### config.mk
export PLATFORM = sky130hd
export DESIGN_NAME = dice_game_ctrl
export DESIGN_NICKNAME = d
export VERILOG_FILES = /design/src/rtl/dice_game_ctrl.sv
export SDC_FILE = /design/constraint.sdc
export NUM_CORES = 1
export LEC_CHECK = 0
export CAP_MARGIN = 0
export CORE_MARGIN = 4
export CORE_UTILIZATION = 24
export DETAILED_ROUTE_END_ITERATION = 6
export PLACE_DENSITY = 0.53
export RECOVER_POWER = 50
export SLEW_MARGIN = 5
export SYNTH_ARGS = -nofsm -noshare
export SYNTH_HDL_FRONTEND = slang
export SYNTH_SLANG_ARGS = --single-unit
### constraint.sdc
create_clock -name CLK -period 1.9 [get_ports CLK]
set_clock_uncertainty 0.15 [all_clocks]
set_input_delay 0.38 -clock CLK [delete_from_list [all_inputs] [get_ports CLK]]
set_output_delay 0.38 -clock CLK [all_outputs]
set_load 0.05 [all_outputs]
### src/rtl/dice_game_ctrl.sv
`default_nettype none
// ============================================================================
// Module   : dice_game_ctrl
// Brief    : Craps-style dice game controller. Two cascaded free-running die
//            counters, roll latching on button release, and first-roll /
//            point evaluation driving Win and Lose. TestMode substitutes a
//            scripted sum for the dice.
// Revision : 1.0 - initial release
// ============================================================================
module dice_game_ctrl #(
    parameter int CNT_W = 8
) (
    input  logic             CLK,
    input  logic             Reset_n,
    input  logic             Rb,
    input  logic             NewGame,
    input  logic             TestMode,
    input  logic [3:0]       SumIn,
    output logic [2:0]       Die1,
    output logic [2:0]       Die2,
    output logic [3:0]       Sum,
    output logic [3:0]       Point,
    output logic [CNT_W-1:0] RollCount,
    output logic             Win,
    output logic             Lose
);

    typedef enum logic [2:0] {
        S_IDLE  = 3'd0,
        S_ROLL1 = 3'd1,
        S_EVAL1 = 3'd2,
        S_POINT = 3'd3,
        S_ROLL2 = 3'd4,
        S_EVAL2 = 3'd5,
        S_WIN   = 3'd6,
        S_LOSE  = 3'd7
    } state_t;

    state_t           state_q, state_d;
    logic [2:0]       die1_q, die1_d;
    logic [2:0]       die2_q, die2_d;
    logic [3:0]       sum_q, sum_d;
    logic [3:0]       point_q, point_d;
    logic [CNT_W-1:0] cnt_q, cnt_d;

    logic             dice_run;
    logic [3:0]       dice_sum;
    logic [3:0]       roll_sum;
    logic             sum_valid;
    logic [CNT_W-1:0] cnt_inc;

    // Shared roll helpers: live dice sum, the value latched at release,
    // legality of the latched sum and the saturating roll counter.
    always_comb begin
        dice_run  = (state_q == S_IDLE) || (state_q == S_ROLL1) ||
                    (state_q == S_POINT) || (state_q == S_ROLL2);
        dice_sum  = {1'b0, die1_q} + {1'b0, die2_q};
        roll_sum  = TestMode ? SumIn : dice_sum;
        sum_valid = (sum_q >= 4'd2) && (sum_q <= 4'd12);
        cnt_inc   = (cnt_q == {CNT_W{1'b1}}) ? cnt_q : cnt_q + 1'b1;
    end

    // Die counters: Die1 steps 1..6 while the button is held in a rolling
    // state; Die2 steps only when Die1 wraps. NewGame leaves them alone.
    always_comb begin
        die1_d = die1_q;
        die2_d = die2_q;
        if (Rb && dice_run) begin
            if (die1_q == 3'd6) begin
                die1_d = 3'd1;
                die2_d = (die2_q == 3'd6) ? 3'd1 : die2_q + 3'd1;
            end else begin
                die1_d = die1_q + 3'd1;
            end
        end
    end

    // Game FSM next-state: latch on release, evaluate one cycle later,
    // NewGame overriding every transition.
    always_comb begin
        state_d = state_q;
        sum_d   = sum_q;
        point_d = point_q;
        cnt_d   = cnt_q;
        case (state_q)
            S_IDLE:  if (Rb) state_d = S_ROLL1;
            S_ROLL1: begin
                if (!Rb) begin
                    state_d = S_EVAL1;
                    sum_d   = roll_sum;
                end
            end
            S_EVAL1: begin
                if (!sum_valid) begin
                    state_d = S_IDLE;
                end else begin
                    cnt_d = cnt_inc;
                    if (sum_q == 4'd7 || sum_q == 4'd11) begin
                        state_d = S_WIN;
                    end else if (sum_q == 4'd2 || sum_q == 4'd3 || sum_q == 4'd12) begin
                        state_d = S_LOSE;
                    end else begin
                        point_d = sum_q;
                        state_d = S_POINT;
                    end
                end
            end
            S_POINT: if (Rb) state_d = S_ROLL2;
            S_ROLL2: begin
                if (!Rb) begin
                    state_d = S_EVAL2;
                    sum_d   = roll_sum;
                end
            end
            S_EVAL2: begin
                state_d = S_POINT;
                if (sum_valid) begin
                    cnt_d = cnt_inc;
                    if (sum_q == point_q) begin
                        state_d = S_WIN;
                    end else if (sum_q == 4'd7) begin
                        state_d = S_LOSE;
                    end
                end
            end
            default: state_d = state_q;
        endcase

        if (NewGame) begin
            state_d = S_IDLE;
            sum_d   = sum_q;
            point_d = 4'd0;
            cnt_d   = '0;
        end
    end

    // State and datapath registers with asynchronous active-low reset.
    always_ff @(posedge CLK or negedge Reset_n) begin
        if (!Reset_n) begin
            state_q <= S_IDLE;
            die1_q  <= 3'd1;
            die2_q  <= 3'd1;
            sum_q   <= 4'd0;
            point_q <= 4'd0;
            cnt_q   <= '0;
        end else begin
            state_q <= state_d;
            die1_q  <= die1_d;
            die2_q  <= die2_d;
            sum_q   <= sum_d;
            point_q <= point_d;
            cnt_q   <= cnt_d;
        end
    end

    assign Die1      = die1_q;
    assign Die2      = die2_q;
    assign Sum       = sum_q;
    assign Point     = point_q;
    assign RollCount = cnt_q;
    assign Win       = (state_q == S_WIN);
    assign Lose      = (state_q == S_LOSE);

endmodule
`default_nettype wire

==> flow_summary.ini <==
[clocking]
clkTransAtPathRegs_ns = 0.09
cts_inserted_buffers = 3
cts-htree-levels = 1
cts.sinks = 25
worstSkewPairLatency_ns = 0.27
cts_tree = built
ctsRootBufferMaster = clkbuf_8
cts_buffer_depth = 2

[placement]
post-place-ws_ns = -0.0960
io_buffer_count = 32
place_area_mm2 = 0.00212
place_inst = 289
globalplace.congestion = 0.831
hpwlAfterDp_mm = 2.84

[route]
viasPerCell = 4.73
wl_mm = 3.72
drt_first_pass_iters = 4
drtIter0Drc = 42
drcViolationCount = 0
vias = 1390
antenna_left = 0
wl_per_cell_um = 12.6

[global_route]
grt_start_max_net_pins = 26
grt_pass1_wl_mm = 6.40
grt.overflow.total = 0
antenna_found_initial = 0
grt_use_total = 0.103
grt_pass1_vias = 1443

[synthesis]
avgSynthCellArea_um2 = 8.92
synth_edf_count = 0
syn-num-nets = 188
synth_flop_cell = dfrtp_1
synth_top_area_share = 0.371
ys_types = 43
ys_seq_elements = 25
yosysWarnings = 0
synth.cell_area_mm2 = 0.00155
synthTopCellsByArea = dfrtp_1 37%, nor2_1 4.8%, xor2_1 4.5%, xnor2_1 4.0%, dfstp_2 3.4%
synth_largest_area_cell = dfrtp_1
ys_seq_area_frac = 0.405
synth-async-reset-ratio = 1.00
synthCells = 174

[die]
core_area_mm2 = 0.00631
initial_utilization = 0.246
die_h_um = 88.4
fp.dieW_um = 88.4
num_io_pins = 33
die_area_mm2 = 0.00781
row_count = 29

[sta]
period_needed_ns = 1.83
setup_violations = 0
max_freq_ghz = 0.547
min_period_over_period = 0.963
fin_ws_ns = 0.0705
max_slew_margin = 0.575
tightest_slew_ns = 0.637
drv_slew = 0
hold_violations = 0

[worst_setup_path]
cp.arrival_ns = 1.30
critical_path_class = reg2out
critPathMaxFanout = 5
critPathLaunchType = flip-flop
worstPathRequired_ns = 1.37
crit_path_end_kind = primary output

[finish]
utilization = 0.343
layout-drive-gt1-share = 0.263
final_area_mm2 = 0.00216
area_delta_synth_final_pct = 39.4
fin_nets = 232
n_antenna_cell = 0
fin_cells = 294
nFillCells = 655

[power]
power_density_mw_per_mm2 = 1270
total_power_mw = 2.75
peakVddDrop_v = 0.000960
p_leak_nw = 0.939

[hold_path]
hold_class = reg2reg

[job]
max_cap_viol_count = 0

[outcome]
status = finished, final reports clean
-- flip-flops by register name, summed over array words and instances (netlist names) --
register and cells:
Die1 3, state_q 3, RollCount 8, Point 4, Die2 3, Sum 4
-- cells by family after synthesis --
kind of cell,count (synthesis),share of synthesized area
AOI/OAI and AO/OA,37,0.146
adders and majority gates,6,0.0516
muxes,6,0.0395
buffers and inverters,19,0.0532
and+or+nand+nor,66,0.220
xor gates and xnor gates,15,0.0847
DFF,25,0.405
-- metrics by stage --
step	hold slack [ns]	TNS (ns)
2_1_floorplan	-0.0656	-0.000780
3_3_place_gp	0.404	-0.423
3_5_place_dp	0.410	-0.551
4_1_cts	0.333	0
5_1_grt	0.462	-0.00383
6_report	0.417	0
-- area by class of cell --
class                      count  area [µm²]  share of cell area
multi-input combinational    130         881               0.407
clock buffer                   3        41.3              0.0191
inverter                       8        30.0              0.0139
tap                           77        96.3              0.0445
clock inverter                 1        5.00             0.00231
timing repair buffer          50         467               0.216
sequential                    25         643               0.297
-- final timing paths --
kind	start	endpoint	slack, ns	cells past startpoint
max in group asynchronous	Reset_n	Sum[3]	0.64	2
setup reg to reg	Die2[0]	Sum[1]	0.08	6
hold reg to reg	RollCount[6]	RollCount[6]	0.42	2
min in group asynchronous	Reset_n	RollCount[2]	0.50	2
setup / recovery	state_q[1]	Lose	0.07	4
hold / removal	RollCount[6]	RollCount[6]	0.42	2
-- per-layer routing --
metal,part of all wire,vias up,GRT usage
met5,0,-,0
met4,0.017,0,0.0316
met3,0.063,8,0.0326
met2,0.46,36,0.173
met1,0.46,653,0.126
li1,-,693,-
-- Yosys cell counts, drive strengths merged, types with 2 or more instances --
| library cell | n |
|---|---|
| clkbuf | 6 |
| nand2 | 15 |
| nor2 | 20 |
| dfrtp | 23 |
| inv | 8 |
| xor2 | 8 |
| buf | 5 |
| o21ai | 17 |
| mux2i | 5 |
| ha | 4 |
| or3 | 3 |
| xnor2 | 7 |
| a311oi | 2 |
| dfstp | 2 |
| and3 | 5 |
| nand4 | 4 |
| a21oi | 10 |
| nor2b | 2 |
| or4 | 2 |
| nand3 | 8 |
-- critical path, stage by stage, from the launching register on --
cell	delay [ns]
dfrtp_1	0.43
buf_4	0.16
buf_4	0.14
and3_4	0.15
buf_12	0.14
-- what timing repair did --
item	CTS	global route
pin swaps	0	1
setup endpoints to repair	2	5
setup buffers	1	0
hold buffers	0	0
gates resized for setup	1	6
-- power breakdown --
group | leakage [nW] | switching (mW) | internal, mW
Clock | 0.0255 | 0.172 | 0.147
Sequential | 0.324 | 0.150 | 0.678
Combinational | 0.590 | 0.910 | 0.698
-- placed cells by master (no fill, tap or decap), types with 2 or more instances in the layout --
master / Yosys / routed
and3_1: 5 / 4
dfrtp_2: 0 / 6
or3_1: 3 / 3
a21oi_1: 10 / 10
clkbuf_1: 6 / 8
nand4_1: 4 / 4
nand2_1: 14 / 14
nor2b_1: 2 / 2
mux2i_1: 5 / 5
dfrtp_1: 23 / 17
buf_4: 0 / 21
xnor2_1: 7 / 7
nand3_1: 7 / 7
o21ai_0: 10 / 10
ha_1: 4 / 3
a311oi_1: 2 / 2
clkbuf_8: 0 / 3
clkdlybuf4s50_1: 0 / 7
o21ai_1: 7 / 7
clkbuf_2: 0 / 3
buf_12: 0 / 9
nor2_1: 20 / 19
xor2_1: 8 / 8
dfstp_4: 0 / 2
inv_1: 8 / 7
No activity file was read; power rests on OpenSTA's default activity.
